$ cat src/rtl/routine_pkg.sv
// Shared definitions for the routine output arbiter: bus field layout,
// the blanked-board pattern and the arbiter state encoding.
package routine_pkg;

    localparam int BUS_W   = 46;
    localparam int RED_LSB = 36;
    localparam int GRN_LSB = 28;
    localparam int SSD_LSB = 0;

    // LEDs off (active-high) and every 7-seg segment off (active-low).
    localparam logic [BUS_W-1:0] BLANK_PATTERN = {
        {(BUS_W - RED_LSB){1'b0}},
        {(RED_LSB - GRN_LSB){1'b0}},
        {(GRN_LSB - SSD_LSB){1'b1}}
    };

    typedef enum logic [1:0] {
        ST_RUN   = 2'd0,
        ST_BLANK = 2'd1,
        ST_START = 2'd2
    } arb_state_t;

    function automatic logic [3:0] onehot4(input logic [1:0] idx);
        return 4'b0001 << idx;
    endfunction

endpackage

$ cat src/rtl/select_debouncer.sv
// Two-flop synchronizer plus stability debouncer for the board routine
// select switch; AcceptStrobe pulses for one cycle when Accepted changes.
module select_debouncer #(
    parameter int DEBOUNCE_CYCLES = 16
) (
    input  logic       Clock,
    input  logic       Reset,
    input  logic [1:0] SelectIn,
    output logic [1:0] Accepted,
    output logic       AcceptStrobe
);

    localparam int CNT_W = $clog2(DEBOUNCE_CYCLES + 1);
    localparam logic [CNT_W-1:0] CNT_LAST = CNT_W'(DEBOUNCE_CYCLES - 1);

    logic [1:0]       sync1_q, sync2_q;
    logic [1:0]       cand_q, cand_d;
    logic [1:0]       acc_q, acc_d;
    logic [CNT_W-1:0] cnt_q, cnt_d;
    logic             strobe_q, strobe_d;

    // cnt_q holds how many consecutive cycles sync2_q has equalled cand_q.
    always_comb begin
        cand_d   = cand_q;
        cnt_d    = cnt_q;
        acc_d    = acc_q;
        strobe_d = 1'b0;
        if (sync2_q != cand_q) begin
            cand_d = sync2_q;
            cnt_d  = CNT_W'(1);
        end else if (cnt_q == CNT_LAST) begin
            if (cand_q != acc_q) begin
                acc_d    = cand_q;
                strobe_d = 1'b1;
            end
        end else begin
            cnt_d = cnt_q + 1'b1;
        end
    end

    always_ff @(posedge Clock or negedge Reset) begin
        if (!Reset) begin
            sync1_q  <= 2'd0;
            sync2_q  <= 2'd0;
            cand_q   <= 2'd0;
            cnt_q    <= '0;
            acc_q    <= 2'd0;
            strobe_q <= 1'b0;
        end else begin
            sync1_q  <= SelectIn;
            sync2_q  <= sync1_q;
            cand_q   <= cand_d;
            cnt_q    <= cnt_d;
            acc_q    <= acc_d;
            strobe_q <= strobe_d;
        end
    end

    assign Accepted     = acc_q;
    assign AcceptStrobe = strobe_q;

endmodule

$ cat src/rtl/routine_output_arbiter.sv
// Hands the board bus to one of four routines, blanking the board between
// owners. Optional Freeze input is enabled by defining ARBITER_FREEZE_EN.
module routine_output_arbiter
    import routine_pkg::*;
#(
    parameter int DEBOUNCE_CYCLES = 16,
    parameter int BLANK_CYCLES    = 4
) (
    input  logic             Clock,
    input  logic             Reset,
    input  logic [1:0]       SelectIn,
    input  logic [BUS_W-1:0] Bus0,
    input  logic [BUS_W-1:0] Bus1,
    input  logic [BUS_W-1:0] Bus2,
    input  logic [BUS_W-1:0] Bus3,
`ifdef ARBITER_FREEZE_EN
    input  logic             Freeze,
`endif
    output logic [3:0]       RoutineRun,
    output logic [BUS_W-1:0] OutputBus,
    output logic [1:0]       ActiveSel,
    output logic             Switching,
    output arb_state_t       DbgState
);

    localparam int BW = $clog2(BLANK_CYCLES + 1);
    localparam logic [BW-1:0] BLANK_LAST = BW'(BLANK_CYCLES - 1);

    logic [1:0]       accepted;
    logic             accept_strobe;
    logic             frozen;
    logic [BUS_W-1:0] sel_bus;

    arb_state_t       state_q, state_d;
    logic [BW-1:0]    blank_cnt_q, blank_cnt_d;
    logic [1:0]       active_q, active_d;
    logic [1:0]       pending_q, pending_d;
    logic [BUS_W-1:0] out_q, out_d;

    select_debouncer #(
        .DEBOUNCE_CYCLES(DEBOUNCE_CYCLES)
    ) u_debouncer (
        .Clock       (Clock),
        .Reset       (Reset),
        .SelectIn    (SelectIn),
        .Accepted    (accepted),
        .AcceptStrobe(accept_strobe)
    );

`ifdef ARBITER_FREEZE_EN
    assign frozen = Freeze;
`else
    assign frozen = 1'b0;
`endif

    always_comb begin
        case (active_q)
            2'd0:    sel_bus = Bus0;
            2'd1:    sel_bus = Bus1;
            2'd2:    sel_bus = Bus2;
            default: sel_bus = Bus3;
        endcase
    end

    // The output register only captures a routine bus while staying in RUN,
    // so the first BLANK cycle and the first RUN cycle both show the blank.
    always_comb begin
        state_d     = state_q;
        blank_cnt_d = blank_cnt_q;
        active_d    = active_q;
        pending_d   = pending_q;
        out_d       = BLANK_PATTERN;
        case (state_q)
            ST_RUN: begin
                if (frozen) begin
                    out_d = out_q;
                end else if (accepted != active_q) begin
                    state_d     = ST_BLANK;
                    pending_d   = accepted;
                    blank_cnt_d = '0;
                end else begin
                    out_d = sel_bus;
                end
            end
            ST_BLANK: begin
                if (accept_strobe) begin
                    pending_d   = accepted;
                    blank_cnt_d = '0;
                end else if (blank_cnt_q == BLANK_LAST) begin
                    state_d  = ST_START;
                    active_d = pending_q;
                end else begin
                    blank_cnt_d = blank_cnt_q + 1'b1;
                end
            end
            ST_START: state_d = ST_RUN;
            default:  state_d = ST_BLANK;
        endcase
    end

    always_ff @(posedge Clock or negedge Reset) begin
        if (!Reset) begin
            state_q     <= ST_BLANK;
            blank_cnt_q <= '0;
            active_q    <= 2'd0;
            pending_q   <= 2'd0;
            out_q       <= BLANK_PATTERN;
        end else begin
            state_q     <= state_d;
            blank_cnt_q <= blank_cnt_d;
            active_q    <= active_d;
            pending_q   <= pending_d;
            out_q       <= out_d;
        end
    end

    assign RoutineRun = (state_q == ST_BLANK) ? 4'b0000 : onehot4(active_q);
    assign OutputBus  = out_q;
    assign ActiveSel  = active_q;
    assign Switching  = (state_q != ST_RUN);
    assign DbgState   = state_q;

endmodule

$ cat config.mk
export PLATFORM = sky130hd
export DESIGN_NAME = routine_output_arbiter
export DESIGN_NICKNAME = d
export VERILOG_FILES = /design/src/rtl/routine_pkg.sv /design/src/rtl/select_debouncer.sv /design/src/rtl/routine_output_arbiter.sv
export SDC_FILE = /design/constraint.sdc
export NUM_CORES = 1
export LEC_CHECK = 0
export ABC_AREA = 1
export BUFFER_PORTS_ARGS = -buffer_cell sky130_fd_sc_hd__buf_4
export CAP_MARGIN = 30
export CORE_UTILIZATION = 25
export DETAILED_ROUTE_END_ITERATION = 10
export SKIP_LAST_GASP = 1
export SYNTH_ARGS = -nofsm -noshare
export SYNTH_HDL_FRONTEND = slang
export SYNTH_SLANG_ARGS = --single-unit
$ cat constraint.sdc
create_clock -name Clock -period 1.74 [get_ports Clock]
set_clock_uncertainty 0.2 [all_clocks]
set_input_delay 0 -clock Clock [delete_from_list [all_inputs] [get_ports Clock]]
set_output_delay 0 -clock Clock [all_outputs]
set_load 0.005 [all_outputs]
==> flow_summary.toml <==
[finish]
antenna-diode-count = 0
multiInputGateArea_um2 = 1784
nets = 1144
nFillCells = 1219
postLayoutCoreUtil_pct = 56.83
seq_area_um2 = 1764
area_growth_pct = 122.1
design_area_um2 = 8259
drive_gt1_share_pct = 35.92

[cts]
cts-root-buf = "clkbuf_16"
clock_latency_ns = 0.33
clkTransAtPathRegs_ns = 0.05
clock_path_buffers = 2
htreeDepth = 3
cts_tree = "done"
cts_buffers = 9
cts.sinks = 69

[worst_setup_path]
r2r-end = "blank_cnt_q[0]$_DFFE_PN0P_"
crit_path_end_kind = "register"
r2r_setup_slack_ns = 0.04
path_class = "reg -> reg"
reg2regPathDepth = 8
critPathArrivalTime_ns = 1.72
worstPathRequired_ns = 1.76
path_max_fanout = 3
startpoint_type = "register"
r2r_start = "DbgState[0]$_DFFE_PN1P_"

[global_routing]
grt_pass1_wl_mm = 25.18
gr-total-overflow = 0
antenna_found_initial = 0
track_usage_pct = 21.82
grt_max_degree = 33
first_global_vias = 5257

[yosys]
synth_top_area_share_pct = 26.92
postSynthAreaPerCell_um2 = 7.437
ys_warn_count = 0
synth_cell_types = 24
synth-seq-cells = 69
synthTopCellsByArea = "dfrtp_1 (27%), dfstp_2 (20%), nand2_1 (18%)"
synth.cell_area_um2 = 3719
yosysTopAreaCell = "dfrtp_1"
syn-num-nets = 694
netlist_instances = 500
yosysSeqAreaShare_pct = 47.41

[die]
rows = 44
initial_utilization_pct = 25.59
die_x_um = 124.0
fp.dieArea_um2 = 15370
coreArea_um2 = 14530
ioPinCount = 243
fp.dieH_um = 124.0

[sta]
worst_pin_slew_ns = 0.4474
hold_viol = 0
fmax_mhz = 588.9
slew_headroom_pct = 70.17
setup_viol = 0
rsz0062_at_grt = "true"
finalCriticalPeriod_ns = 1.698
period_share_pct = 97.59
setup_slack_ns = 0.04185
drv_slew = 0

[pwr]
irDropWorstVdd_mv = 0.4875
pwr-share-seq_pct = 33.1
clkPwrFrac_pct = 24.8
power.switching_uw = 2005
swShare_pct = 29.29
power.leakage_uw = 0.004038
p_int_uw = 4841
share_comb_of_total_power_pct = 42.1
p_per_area_nw_per_um2 = 828.9

[routing]
wl_per_cell_um = 15.30
via_per_inst = 4.583
drt-initial-drc-count = 280
remaining_drc_errors = 0
drt_first_pass_iters = 4
ant_nets = 0
wirelength_mm = 17.43
num_vias = 5220

[placed_design]
gp_congestion = 0.8305
dpl_cell_area_um2 = 5962
pre_cts_slack_ns = -0.1146
numPortBuffers = 242
hpwlAfterDp_mm = 10.31

[run_status]
outcome = "complete, no violations"

[min_path]
hold_class = "in -> reg"
hp-start = "SelectIn[0]"
hold_path_end = "u_debouncer.sync1_q[0]$_DFF_PN0_"
holdPathStages = 2

[run]
cap_violations = 0
## per-layer routing
metal	GRT usage (%)	share of wire, %	vias up
met3	4.212	6.2	67
met5	0	0	-
li1	-	-	2513
met4	13.39	4.8	0
met1	24.53	40	2412
met2	37.99	49	228
## cell families after synthesis
| logic type | synth area share [%] |
|---|---|
| compound gates | 10.63 |
| xor+xnor | 1.178 |
| fa+ha+maj | 2.019 |
| buf+inv | 6.326 |
| flops | 47.41 |
| simple gates | 32.44 |
## power by group through the flow
stage	clock network [µW]	registers, µW	logic [µW]
detailed placement	0	2290	2270
CTS	1740	2270	2640
global placement	0	2290	2250
finish	1700	2270	2880
floorplan	0	2330	836
global route	1800	2300	3160
## flip-flops by register name, summed over array words and instances (netlist names)
signal,cells
u_debouncer.AcceptStrobe,1
u_debouncer.cand_q,2
OutputBus,46
u_debouncer.sync2_q,2
u_debouncer.cnt_q,5
u_debouncer.Accepted,2
u_debouncer.sync1_q,2
pending_q,2
blank_cnt_q,3
DbgState,2
ActiveSel,2
## repair_timing
action,4_1_cts,5_1_grt
endpoints found under the setup margin,19,62
cloned,0,1
hold buffers,189,0
hold endpoints to repair,116,0
setup buffers,0,5
pin swaps,0,7
resized for setup,2,18
## worst max path at each step
stage,startpoint,slack [ns],cells past startpoint,end
2_1_floorplan,DbgState[0]$_DFFE_PN1P_,0.02,8,blank_cnt_q[0]$_DFFE_PN0P_
3_3_place_gp,DbgState[1]$_DFFE_PN0P_,-0.07,6,OutputBus[43]$_DFF_PN0_
3_5_place_dp,DbgState[1]$_DFFE_PN0P_,-0.11,6,OutputBus[42]$_DFF_PN0_
4_1_cts,ActiveSel[1]$_DFFE_PN0P_,-0.10,6,RoutineRun[0]
5_1_grt,DbgState[0]$_DFFE_PN1P_,-0.05,8,blank_cnt_q[1]$_DFFE_PN0P_
6_report,DbgState[0]$_DFFE_PN1P_,0.04,8,blank_cnt_q[0]$_DFFE_PN0P_
## cells in the mapped netlist
library cell  instances
nand3_1              37
clkbuf_1             15
o21ai_0              26
nor2_1               52
nor3_1                2
nor3b_1               1
buf_4                 3
nor2_2                2
nand4_1               3
dfrtp_1              40
and3_1               14
xor2_1                1
nand2_1             182
nand2_2               1
dfstp_2              29
clkinv_1              2
xnor2_1               4
a21oi_1              26
o211ai_1             18
inv_1                22
ha_1                  6
clkbuf_2              2
inv_2                 3
buf_2                 9
## critical path, stage by stage, from the launching register on
cell     delay (ns)
dfstp_2        0.52
buf_4          0.11
ha_2           0.18
nand2_1        0.08
nor2_2         0.15
nor2_2         0.07
buf_4          0.14
nand3_1        0.08
nand2_1        0.05
## cell type report
cell class	instances	share of cell area, %
clock inverter	1	0.09090
tap	184	2.787
clock buffer	15	3.242
sequential	69	21.36
timing repair buffer	468	49.63
multi-input combinational	375	21.60
inverter	27	1.288
## stage by stage
step / instances / hold WS, ns / setup TNS, ns / power (µW)
CTS: 1134 / 0.1026 / -0.1601 / 6646
global route: 1139 / 0.1316 / -0.2393 / 7260
floorplan: 500 / -0.4956 / 0 / 3169
finish: 1139 / 0.1286 / 0 / 6846
detailed placement: 929 / -0.1957 / -1.633 / 4563
global placement: 929 / -0.1978 / -1.087 / 4539
## layout by cell type, fill, tap and decap left out, types with 14 or more instances in the layout
cell type	count
a21oi_1	25
dlygate4sd3_1	189
o21ai_0	26
nor2_1	48
and3_1	14
buf_4	269
dfstp_2	29
nand2_1	181
o211ai_1	18
inv_1	21
dfrtp_1	39
nand3_1	35
No activity file was read; power rests on OpenSTA's default activity.
